File: src/rtl/misaligned_load_unit_if.sv
// misaligned_load_unit_if: request, data-memory and response signals of the load unit.
interface misaligned_load_unit_if #(
    parameter int ADDR_WIDTH = 32,
    parameter int TAG_WIDTH = 5
);
    logic                  req_valid;
    logic                  req_ready;
    logic [ADDR_WIDTH-1:0] req_addr;
    logic [2:0]            req_func3;
    logic [TAG_WIDTH-1:0]  req_tag;
    logic                  mem_read;
    logic [ADDR_WIDTH-1:0] mem_addr;
    logic                  mem_busywait;
    logic [31:0]           mem_readdata;
    logic                  resp_valid;
    logic [31:0]           resp_data;
    logic [TAG_WIDTH-1:0]  resp_tag;
    logic                  resp_fault;

    modport master (
        output req_valid, req_addr, req_func3, req_tag, mem_busywait, mem_readdata,
        input  req_ready, mem_read, mem_addr, resp_valid, resp_data, resp_tag, resp_fault
    );

    modport slave (
        input  req_valid, req_addr, req_func3, req_tag, mem_busywait, mem_readdata,
        output req_ready, mem_read, mem_addr, resp_valid, resp_data, resp_tag, resp_fault
    );
endinterface

File: src/rtl/misaligned_load_unit.sv
// misaligned_load_unit: RV32 load unit fetching one or two aligned words, then merging and extending.
// Define MISALIGNED_SPLIT_EN to perform word-crossing loads; otherwise they fault with no memory access.
module misaligned_load_unit #(
    parameter int ADDR_WIDTH = 32,
    parameter int TAG_WIDTH = 5,
    parameter int TIMEOUT = 64
) (
    input logic clk,
    input logic rst_n,
    misaligned_load_unit_if.slave bus
);
    localparam int CW = $clog2(TIMEOUT + 1);

    typedef enum logic [1:0] {IDLE, RD0, RD1, RESP} state_t;

    state_t                state, state_n;
    logic                  started, fault_r, accept, done, expired, legal_in;
    logic [ADDR_WIDTH-1:0] addr_r, base;
    logic [2:0]            func3_r;
    logic [TAG_WIDTH-1:0]  tag_r;
    logic [31:0]           word0, word1, merged, ext;
    logic [CW-1:0]         cnt;
`ifdef MISALIGNED_SPLIT_EN
    logic                  split_r;
`else
    logic                  split_in;
`endif

    function automatic logic is_legal(input logic [2:0] f);
        return f inside {3'b000, 3'b001, 3'b010, 3'b100, 3'b101};
    endfunction

    function automatic logic is_split(input logic [2:0] f, input logic [1:0] off);
        return (f[1:0] == 2'b01 && off == 2'd3) || (f == 3'b010 && off != 2'd0);
    endfunction

    assign accept   = bus.req_valid && bus.req_ready;
    assign legal_in = is_legal(bus.req_func3);
    assign done     = !bus.mem_busywait;
    assign expired  = bus.mem_busywait && cnt == CW'(TIMEOUT - 1);
`ifdef MISALIGNED_SPLIT_EN
    assign split_r  = is_split(func3_r, addr_r[1:0]);
`else
    assign split_in = is_split(bus.req_func3, bus.req_addr[1:0]);
`endif

    always_ff @(posedge clk or negedge rst_n) begin
        if (!rst_n)
            state <= IDLE;
        else
            state <= state_n;
    end

    always_comb begin
        state_n = state;
        case (state)
`ifdef MISALIGNED_SPLIT_EN
            IDLE: state_n = !accept ? IDLE : legal_in ? RD0 : RESP;
            RD0:  state_n = done ? (split_r ? RD1 : RESP) : expired ? RESP : RD0;
            RD1:  state_n = (done || expired) ? RESP : RD1;
`else
            IDLE: state_n = !accept ? IDLE : (legal_in && !split_in) ? RD0 : RESP;
            RD0:  state_n = (done || expired) ? RESP : RD0;
`endif
            RESP: state_n = IDLE;
            default: state_n = IDLE;
        endcase
    end

    always_ff @(posedge clk or negedge rst_n) begin
        if (!rst_n) begin
            started <= 1'b0;
            fault_r <= 1'b0;
            addr_r  <= '0;
            func3_r <= '0;
            tag_r   <= '0;
            word0   <= '0;
            word1   <= '0;
            cnt     <= '0;
        end else begin
            started <= 1'b1;
            cnt     <= (state_n != state) ? '0 : bus.mem_busywait ? cnt + CW'(1) : cnt;
            if (accept) begin
                addr_r  <= bus.req_addr;
                func3_r <= bus.req_func3;
                tag_r   <= bus.req_tag;
                word1   <= '0;
`ifdef MISALIGNED_SPLIT_EN
                fault_r <= !legal_in;
`else
                fault_r <= !legal_in || split_in;
`endif
            end
            if (state == RD0 && done)
                word0 <= bus.mem_readdata;
`ifdef MISALIGNED_SPLIT_EN
            if (state == RD1 && done)
                word1 <= bus.mem_readdata;
`endif
            if ((state == RD0 || state == RD1) && expired)
                fault_r <= 1'b1;
        end
    end

    // word1 stays zero for single-word loads, so the merge is the same shift either way
    always_comb begin
        base   = {addr_r[ADDR_WIDTH-1:2], 2'b00};
        merged = 32'({word1, word0} >> {addr_r[1:0], 3'b000});
        ext    = func3_r == 3'b000 ? {{24{merged[7]}}, merged[7:0]} :
                 func3_r == 3'b100 ? {24'h0, merged[7:0]} :
                 func3_r == 3'b001 ? {{16{merged[15]}}, merged[15:0]} :
                 func3_r == 3'b101 ? {16'h0, merged[15:0]} : merged;
        bus.req_ready  = started && state == IDLE;
        bus.mem_read   = state == RD0 || state == RD1;
`ifdef MISALIGNED_SPLIT_EN
        bus.mem_addr   = state == RD1 ? base + ADDR_WIDTH'(4) : base;
`else
        bus.mem_addr   = base;
`endif
        bus.resp_valid = state == RESP;
        bus.resp_fault = state == RESP && fault_r;
        bus.resp_data  = (state == RESP && !fault_r) ? ext : '0;
        bus.resp_tag   = tag_r;
    end
endmodule

File: src/flat_wrapper.sv
// flat-port wrapper written by rule: the top's interface ports become plain ports
module misaligned_load_unit_flat 
#(
    parameter int ADDR_WIDTH = 32,
    parameter int TAG_WIDTH = 5,
    parameter int TIMEOUT = 64
)
  (clk, rst_n, bus_req_valid, bus_req_addr, bus_req_func3, bus_req_tag, bus_mem_busywait, bus_mem_readdata, bus_req_ready, bus_mem_read, bus_mem_addr, bus_resp_valid, bus_resp_data, bus_resp_tag, bus_resp_fault);
  misaligned_load_unit_if #(.ADDR_WIDTH(ADDR_WIDTH), .TAG_WIDTH(TAG_WIDTH)) bus_i ();
  input logic clk;
  input logic rst_n;
  input wire logic [$bits(bus_i.req_valid)-1:0] bus_req_valid;
  input wire logic [$bits(bus_i.req_addr)-1:0] bus_req_addr;
  input wire logic [$bits(bus_i.req_func3)-1:0] bus_req_func3;
  input wire logic [$bits(bus_i.req_tag)-1:0] bus_req_tag;
  input wire logic [$bits(bus_i.mem_busywait)-1:0] bus_mem_busywait;
  input wire logic [$bits(bus_i.mem_readdata)-1:0] bus_mem_readdata;
  output wire logic [$bits(bus_i.req_ready)-1:0] bus_req_ready;
  output wire logic [$bits(bus_i.mem_read)-1:0] bus_mem_read;
  output wire logic [$bits(bus_i.mem_addr)-1:0] bus_mem_addr;
  output wire logic [$bits(bus_i.resp_valid)-1:0] bus_resp_valid;
  output wire logic [$bits(bus_i.resp_data)-1:0] bus_resp_data;
  output wire logic [$bits(bus_i.resp_tag)-1:0] bus_resp_tag;
  output wire logic [$bits(bus_i.resp_fault)-1:0] bus_resp_fault;
  assign bus_i.req_valid = bus_req_valid;
  assign bus_i.req_addr = bus_req_addr;
  assign bus_i.req_func3 = bus_req_func3;
  assign bus_i.req_tag = bus_req_tag;
  assign bus_i.mem_busywait = bus_mem_busywait;
  assign bus_i.mem_readdata = bus_mem_readdata;
  assign bus_req_ready = bus_i.req_ready;
  assign bus_mem_read = bus_i.mem_read;
  assign bus_mem_addr = bus_i.mem_addr;
  assign bus_resp_valid = bus_i.resp_valid;
  assign bus_resp_data = bus_i.resp_data;
  assign bus_resp_tag = bus_i.resp_tag;
  assign bus_resp_fault = bus_i.resp_fault;
  misaligned_load_unit #(.ADDR_WIDTH(ADDR_WIDTH), .TAG_WIDTH(TAG_WIDTH), .TIMEOUT(TIMEOUT)) u_core (.clk(clk), .rst_n(rst_n), .bus(bus_i));
endmodule
File: config.mk
export PLATFORM = sky130hd
export DESIGN_NAME = misaligned_load_unit_flat
export DESIGN_NICKNAME = d
export VERILOG_FILES = /design/src/rtl/misaligned_load_unit_if.sv /design/src/rtl/misaligned_load_unit.sv /design/src/flat_wrapper.sv
export SDC_FILE = /design/constraint.sdc
export NUM_CORES = 1
export LEC_CHECK = 0
export ABC_CLOCK_PERIOD_IN_PS = 1800
export CAP_MARGIN = 40
export CORE_UTILIZATION = 42
export CTS_BUF_LIST = sky130_fd_sc_hd__clkbuf_16
export CTS_CLUSTER_SIZE = 10
export DETAILED_ROUTE_END_ITERATION = 7
export HOLD_SLACK_MARGIN = 0.06
export PLACE_DENSITY_LB_ADDON = 0.15
export SYNTH_ARGS = -nofsm -noshare
export SYNTH_HDL_FRONTEND = slang
export SYNTH_SLANG_ARGS = --single-unit
File: constraint.sdc
create_clock -name clk -period 1.8 [get_ports clk]
set_input_delay 0.18 -clock clk [delete_from_list [all_inputs] [get_ports clk]]
set_output_delay 0.18 -clock clk [all_outputs]
set_load 0.005 [all_outputs]
==> impl_summary.log, run 1 <==
INFO  metric outcome = complete, but fails checks
INFO  metric violated_checks = negative setup slack
INFO  metric initial_antenna_violation_count = 0
INFO  metric detail_route.iter0.violations = 124
INFO  metric routed_via_density = 4.97
INFO  metric grt.total_usage = 21.7%
INFO  metric clock_tree.htree_level_count = 3
INFO  metric detail_route.drc_violations = 0
INFO  metric firstDrtPassIters = 4
INFO  metric synthDominantAreaCellType = sky130_fd_sc_hd__dfrtp_1
INFO  metric finalSetupViolations = 39
INFO  metric clock_path_buffers = 2
INFO  metric drt.antenna.violating_nets = 0
INFO  metric ys_seq_area_share = 47.6%
INFO  metric warning_count_from_the_yosys_run = 0
INFO  metric path_cells = buf_6, nand3b_1, a21o_1, a2111oi_4, buf_6, buf_6, a21o_1, buf_2
INFO  metric die-area = 10,800 sq um
INFO  metric post_layout_nonfiller_instances = 676
INFO  metric ys_dominant_reg_cell = sky130_fd_sc_hd__dfrtp_1
INFO  metric port-buffer-count = 146
INFO  metric timing.max_cap.violations = 0
INFO  metric path_clk_slew = 0.06 ns
INFO  metric timing_hold_violations_final = 0
INFO  metric synth.cell_area = 4370 sq um
INFO  metric post-synth-top-area-fraction = 47.6%
INFO  metric num_vias = 3,360
INFO  metric drive_gt1_share = 43.8%
INFO  metric postSynthRegisterBits = 83
INFO  metric pre_cts_ws = -0.498 ns
INFO  metric layout_worst_path_cycle_share = 133%
INFO  metric static_power_due_to_leakage = 2.97 nW
INFO  metric syn-instance-count = 368
INFO  metric report.final.slew_viol_count = 0
INFO  metric synth_edf_count = 0
INFO  metric timing.hold.worst.class = in -> async
INFO  metric cp.arrival = 2.21 ns
INFO  metric path_buf_inv = 4
INFO  metric nets = slightly above 600
INFO  metric cpPeakStageDelay = 0.44 ns
INFO  metric clock.fmax = ~0.42 GHz
INFO  metric worst_setup_path_start_kind = flop
INFO  metric root_cell_of_the_clock_tree = sky130_fd_sc_hd__clkbuf_16
INFO  metric crit_path_end_kind = output port
INFO  metric layout-area-overhead-vs-synth = 54.1%
INFO  metric floorplan.io_pins = 149
INFO  metric asyncSetResetFlopFracSynth = 100%
INFO  metric cts_inserted_buffers = 9
INFO  metric coreArea = 9910 sq um
INFO  metric first_pass_grt_wire_length = 18.3 mm
INFO  metric critical-path-top-delay-family = compound AO/OA/AOI/OAI gates
INFO  metric detailedPlacementHpwl = roughly 7.8 mm
INFO  metric diodes = 0
INFO  metric number_of_global_route_vias_before_repair = 3,521
INFO  metric worst_path_most_repeated_cell = sky130_fd_sc_hd__buf_6
INFO  metric numPlacedInstances = 640
INFO  metric finClkSkew = 0.00666 ns
INFO  metric cts.sinks = 83
INFO  metric grt_max_degree = 53
INFO  metric power_density = approximately 1700 nW/um^2
INFO  metric gpl_congestion = 0.905
INFO  metric slowest_stage = sky130_fd_sc_hd__dfrtp_2
INFO  metric synth.lib_cells_used.distinct = 45
INFO  metric wl_per_cell = 17.2 um
INFO  metric synth.top_cells.by_area = sky130_fd_sc_hd__dfrtp_1 (48%), sky130_fd_sc_hd__mux2_2 (19%), sky130_fd_sc_hd__buf_4 (5.7%)
INFO  metric ir_worst_vdd = between 0.001 and 0.0015 V
INFO  metric die_h = about 100 um
INFO  metric fin_crit = 2.39 ns
INFO  metric gr-total-overflow = 0
INFO  metric initial_core_util = roughly 44%
INFO  metric die_x = 104 um
INFO  metric row_count = 36
INFO  metric worst_path_class_setup = reg -> out
INFO  metric clock_tree_from_tritoncts = done
INFO  metric crit_required = between 1.5 and 2 ns
INFO  metric routed_wirelength = 11.6 mm
INFO  metric final.setup.worst_slack = -0.588 ns
INFO  metric timing.critical_path.fanout_max = 4
INFO  metric unrepaired_setup_endpoints_after_global_routing = true
INFO  metric synth_area_per_cell = between 10 and 15 sq um
INFO  metric source_to_sink_clock_delay_at_the_later_pin_of_the_worst_skew_pair = 0.34 ns
## path summary, 6_finish.rpt
check | startpoint | end | slack, ns | depth (start not counted)
worst max-delay path | u_core.addr_r[0]$_DFFE_PN0N_ | bus_resp_data[26] | -0.59 | 8
worst min-delay path | rst_n | u_core.word0[28]$_DFFE_PN0P_ | 0.32 | 2
worst max register to register | u_core.state[0]$_DFF_PN0_ | u_core.cnt[2]$_DFFE_PN0P_ | -0.06 | 7
worst min register to register | u_core.bus.resp_tag[2]$_DFFE_PN0N_ | u_core.bus.resp_tag[2]$_DFFE_PN0N_ | 0.50 | 1
max in group asynchronous | rst_n | u_core.word0[22]$_DFFE_PN0P_ | 0.84 | 3
min in group clk | bus_mem_readdata[28] | u_core.word0[28]$_DFFE_PN0P_ | 0.45 | 2
## registers in the layout (all words and copies together), names as in the netlist
signal,flops
u_core.func3_r,3
u_core.fault_r,1
u_core.cnt,7
u_core.state,2
u_core.word0,32
u_core.addr_r,32
u_core.bus.resp_tag,5
u_core.started,1
## placed cells by master (no fill, tap or decap), drive strengths merged, types with 4 or more instances in the layout
master	instances
o2bb2ai	7
clkbuf	10
nor2	20
xnor2	4
nor2b	12
nand2	4
ha	4
mux2i	17
inv	8
mux2	72
dfrtp	83
a21oi	19
o21a	8
clkdlybuf4s50	110
a211oi	15
buf	97
a21o	9
## repair_timing
| item | in CTS | in global routing |
|---|---|---|
| hold buffers | 1 | 0 |
| buffers inserted | 19 | 11 |
| hold endpoints to repair | 31 | 0 |
| pin swaps | 26 | 23 |
| resized for setup | 163 | 60 |
| gates cloned | 1 | 0 |
| endpoints found under the setup margin | 114 | 80 |
## synth_stat cells (3+ instances only)
cell type                   instances
sky130_fd_sc_hd__xor2_1             3
sky130_fd_sc_hd__o2bb2ai_1          7
sky130_fd_sc_hd__ha_1               4
sky130_fd_sc_hd__nand2_1            4
sky130_fd_sc_hd__mux2_2            72
sky130_fd_sc_hd__dfrtp_1           83
sky130_fd_sc_hd__a21o_1             9
sky130_fd_sc_hd__xnor2_1            4
sky130_fd_sc_hd__mux2i_1           17
sky130_fd_sc_hd__a21oi_1           18
sky130_fd_sc_hd__o21a_1             8
sky130_fd_sc_hd__nor2b_1           11
sky130_fd_sc_hd__nand4_1            3
sky130_fd_sc_hd__a211oi_1          15
sky130_fd_sc_hd__buf_4             33
sky130_fd_sc_hd__clkbuf_1          17
sky130_fd_sc_hd__nor2_1            20
sky130_fd_sc_hd__inv_1              4
## cells by family after synthesis
kind of cell               after synthesis  synth area share, %
adders and majority gates                4                 1.15
buffers and inverters                   59                 8.31
DFF                                     83                 47.6
AOI/OAI and AO/OA                       69                 11.8
and+or+nand+nor                         54                 6.65
muxes                                   90                 23.0
other                                    2                0.172
xor gates and xnor gates                 7                 1.40
## metrics by stage
step	TNS (ns)	instance area, sq um	hold WS [ns]	power [mW]	util (%)
finish	-12.81	6730	0.322	11.3	67.9
global route	-15.50	6730	0.358	11.9	67.9
CTS	-13.96	6540	0.332	10.9	66.0
detailed placement	-16.44	6020	0.153	8.29	60.8
global placement	-12.57	6020	0.150	8.18	60.8
floorplan	-0.0499	4380	-0.116	6.35	-
## report_power, final
group / switching (mW) / internal, mW
registers: 0.699 / 2.75
logic: 2.42 / 3.52
clock network: 0.734 / 1.20
total: 3.85 / 7.47
## per-layer routing
| layer | routed length (um) | GRT usage [%] | part of all wire (%) | vias to the layer above |
|---|---|---|---|---|
| met3 | 507 | 5.14 | 4.4 | 14 |
| met4 | 173 | 7.04 | 1.5 | 0 |
| met1 | 5090 | 27.3 | 44 | 1643 |
| met5 | 0 | 0 | 0 | - |
| met2 | 5860 | 36.7 | 50 | 90 |
| li1 | - | - | - | 1613 |
## final cells by class
cell class	count	area (sq um)
tap	133	166
fill	766	3180
multi-input combinational	227	2210
clock inverter	7	85.1
clock buffer	9	225
timing repair buffer	213	1950
sequential	83	2080
inverter	4	20.0
No activity file was read; power rests on OpenSTA's default activity.
==> run 2, diff against run 1 <==
Settings changed: CAP_MARGIN 40 to 5.
==> results of run 2 <==
No change in the layout: final DEF, timing and power equal those of run 1.
==> run 3, diff against run 2 <==
Settings changed: ABC_CLOCK_PERIOD_IN_PS 1800 to 1900.
Clock period 1.8 ns to 1.9 ns, I/O delays scaled along.
==> impl_summary.log, run 3 (same netlist as run 1, synthesis figures left out) <==
INFO  metric outcome = complete, but fails checks (unchanged)
INFO  metric violated_checks = negative setup slack (unchanged)
INFO  metric mostFrequentLayoutCell = sky130_fd_sc_hd__clkdlybuf4s50_1 (unchanged)
INFO  metric timing_hold_violations_final = 0 (unchanged)
INFO  metric cts.sinks = 83 (unchanged)
INFO  metric cp.arrival = 2.18 ns (was 2.21 ns)
INFO  metric number_of_global_route_vias_before_repair = 3,468 (was 3,521)
INFO  metric clock_tree.htree_level_count = 3 (unchanged)
INFO  metric path_cells = mux4_2, o21bai_4, buf_4, buf_6, buf_6, nor2_1, dlygate4sd2_1 (was buf_6, nand3b_1, a21o_1, a2111oi_4, buf_6, buf_6, a21o_1, buf_2)
INFO  metric initial_antenna_violation_count = 0 (unchanged)
INFO  metric firstDrtPassIters = 4 (unchanged)
INFO  metric worst_pin_slew = 0.536 ns
INFO  metric reg_top3 = u_core.addr_r: 32 flops, u_core.word0: 32 flops, u_core.cnt: 7 flops (unchanged)
INFO  metric layout-area-overhead-vs-synth = 49.5% (was 54.1%)
INFO  metric ir_worst_vdd = 0.000682 V (was 0.00109 V)
INFO  metric routed_wirelength = 11.0 mm (was 11.6 mm)
INFO  metric nets = 604 (was 618)
INFO  metric gpl_congestion = 0.840 (was 0.905)
INFO  metric final-seq-area = 2080 sq um (about the same)
INFO  metric final.setup.worst_slack = -0.466 ns (was -0.588 ns)
INFO  metric cts_inserted_buffers = 9 (unchanged)
INFO  metric worst_path_most_repeated_cell = sky130_fd_sc_hd__buf_6 (unchanged)
INFO  metric path_buf_inv = 4 (unchanged)
INFO  metric detailedPlacementHpwl = 7.75 mm (was 7.85 mm)
INFO  metric report.final.slew_viol_count = 0 (unchanged)
INFO  metric drive_gt1_share = 36.7% (was 43.8%)
INFO  metric timing.reg2reg.setup_slack = 0.02 ns (was -0.06 ns)
INFO  metric drt.antenna.violating_nets = 0 (unchanged)
INFO  metric unrepaired_setup_endpoints_after_global_routing = true (unchanged)
INFO  metric grt_max_degree = 51 (was 53)
INFO  metric critical-path-top-delay-family = buffers and inverters (was compound AO/OA/AOI/OAI gates)
INFO  metric clock.fmax = 0.423 GHz
INFO  metric worst_r2r_endpoint = u_core.cnt[1]$_DFFE_PN0P_ (was u_core.cnt[2]$_DFFE_PN0P_)
INFO  metric crit_path_end_kind = output port (unchanged)
INFO  metric multi_input_comb_area = 2080 sq um (was 2210 sq um)
INFO  metric floorplan.io_pins = 149 (unchanged)
INFO  metric clock_path_buffers = 2 (unchanged)
INFO  metric cpPeakStageDelay = 0.56 ns (was 0.44 ns)
INFO  metric gr-total-overflow = 0 (unchanged)
INFO  metric wl_per_cell = 16.6 um (was 17.2 um)
INFO  metric grt.total_usage = 20.2% (was 21.7%)
INFO  metric timing.hold.worst.class = in -> async (unchanged)
INFO  metric first_pass_grt_wire_length = 17.4 mm (was 18.3 mm)
INFO  metric timing.max_cap.violations = 0 (unchanged)
INFO  metric die_x = 104 um (unchanged)
INFO  metric regToRegStartpoint = u_core.state[0]$_DFF_PN0_ (unchanged)
INFO  metric finalSetupViolations = 25 (was 39)
INFO  metric worst_setup_path_start_kind = flop (unchanged)
INFO  metric static_power_due_to_leakage = 2.96 nW (was 2.97 nW)
INFO  metric setup_tns_final = -8.89 ns (was -12.81 ns)
INFO  metric root_cell_of_the_clock_tree = sky130_fd_sc_hd__clkbuf_16 (unchanged)
INFO  metric worst_r2r_path_depth = 7 (unchanged)
INFO  metric coreArea = 9910 sq um (unchanged)
INFO  metric timing.max_slew.rel_slack = 64.3%
INFO  metric total_power = 10.2 mW (was 11.3 mW)
INFO  metric routed_via_density = 5.09 (was 4.97)
INFO  metric nFillCells = 758 (was 766)
INFO  metric source_to_sink_clock_delay_at_the_later_pin_of_the_worst_skew_pair = 0.33 ns (was 0.34 ns)
INFO  metric detail_route.drc_violations = 0 (unchanged)
INFO  metric worst_path_class_setup = reg -> out (unchanged)
INFO  metric path_clk_slew = 0.06 ns (about the same)
INFO  metric final_area = 6530 sq um (was 6730 sq um)
INFO  metric die_h = 104 um (unchanged)
INFO  metric post_dp_cell_area = 5990 sq um (was 6020 sq um)
INFO  metric slowest_stage = sky130_fd_sc_hd__mux4_2 (was sky130_fd_sc_hd__dfrtp_2)
INFO  metric num_vias = 3,366 (was 3,360)
INFO  metric pre_cts_ws = -0.395 ns (was -0.498 ns)
INFO  metric diodes = 0 (unchanged)
INFO  metric whs = 0.221 ns (was 0.322 ns)
INFO  metric crit_required = 1.71 ns (was 1.62 ns)
INFO  metric layout_common_cells = sky130_fd_sc_hd__clkdlybuf4s50_1 (112), sky130_fd_sc_hd__dfrtp_1 (80), sky130_fd_sc_hd__mux2_2 (72), sky130_fd_sc_hd__buf_4 (42) (was sky130_fd_sc_hd__clkdlybuf4s50_1 (110), sky130_fd_sc_hd__dfrtp_1 (82), sky130_fd_sc_hd__mux2_2 (72), sky130_fd_sc_hd__buf_4 (44), sky130_fd_sc_hd__buf_2 (29))
INFO  metric layout_worst_path_cycle_share = 125%
INFO  metric row_count = 36 (unchanged)
INFO  metric clock_tree_from_tritoncts = done (unchanged)
INFO  metric fin_crit = 2.37 ns
INFO  metric port-buffer-count = 146 (unchanged)
INFO  metric detail_route.iter0.violations = 133 (was 124)
INFO  metric die-area = 10,800 sq um (unchanged)
INFO  metric finClkSkew = 0.00649 ns (was 0.00666 ns)
INFO  metric initial_core_util = 44.1% (unchanged)
INFO  metric timing.critical_path.fanout_max = 5 (was 4)
INFO  metric power_density = 1570 nW/um^2 (was 1680 nW/um^2)
[run 3: per-layer routing]
layer	global-route usage, %	wire [um]	share of wire (%)
met1	25.6	4790	44
met2	34.0	5400	49
met3	5.39	626	5.7
met4	5.71	135	1.2
met5	0	0	0
[run 3: what timing repair did]
item / in CTS / in global routing
hold buffers: 1 / 0
pin swaps: 10 / 14
setup buffers: 7 / 8
endpoints found under the setup margin: 40 / 72
hold endpoints to repair: 83 / 0
gates cloned: 0 / 0
gates resized for setup: 49 / 74
[run 3: cell type report]
cell class	instances	area share, %
multi-input cells	227	31.9
flip-flops and latches	83	31.9
repair buffers	199	28.2
clock buffers	9	3.45
well taps	133	2.55
clock inverters	6	1.74
inverters	4	0.307
[run 3: power breakdown]
part	internal [mW]	switching (mW)
sequential	2.61	0.613
clock	1.28	0.699
combinational	2.97	2.05
[run 3: metrics by stage]
| step | utilization, % | instances |
|---|---|---|
| after global routing | 65.9 | 661 |
| final | 65.9 | 661 |
| after global placement | 60.4 | 636 |
| after detailed placement | 60.4 | 636 |
| after CTS | 64.9 | 657 |
| after floorplan | - | 369 |
[run 3: how the worst max path moves through the flow]
stage | startpoint | to | slack (ns) | cells past startpoint
6_report | u_core.addr_r[0]$_DFFE_PN0N_ | bus_resp_data[9] | -0.47 | 7
5_1_grt | u_core.addr_r[0]$_DFFE_PN0N_ | bus_resp_data[8] | -0.52 | 7
4_1_cts | u_core.addr_r[0]$_DFFE_PN0N_ | bus_resp_data[15] | -0.50 | 7
3_5_place_dp | u_core.addr_r[0]$_DFFE_PN0N_ | bus_resp_data[15] | -0.40 | 6
3_3_place_gp | u_core.addr_r[0]$_DFFE_PN0N_ | bus_resp_data[15] | -0.33 | 6
2_1_floorplan | u_core.state[1]$_DFF_PN0_ | u_core.cnt[0]$_DFFE_PN0P_ | 0.05 | 8
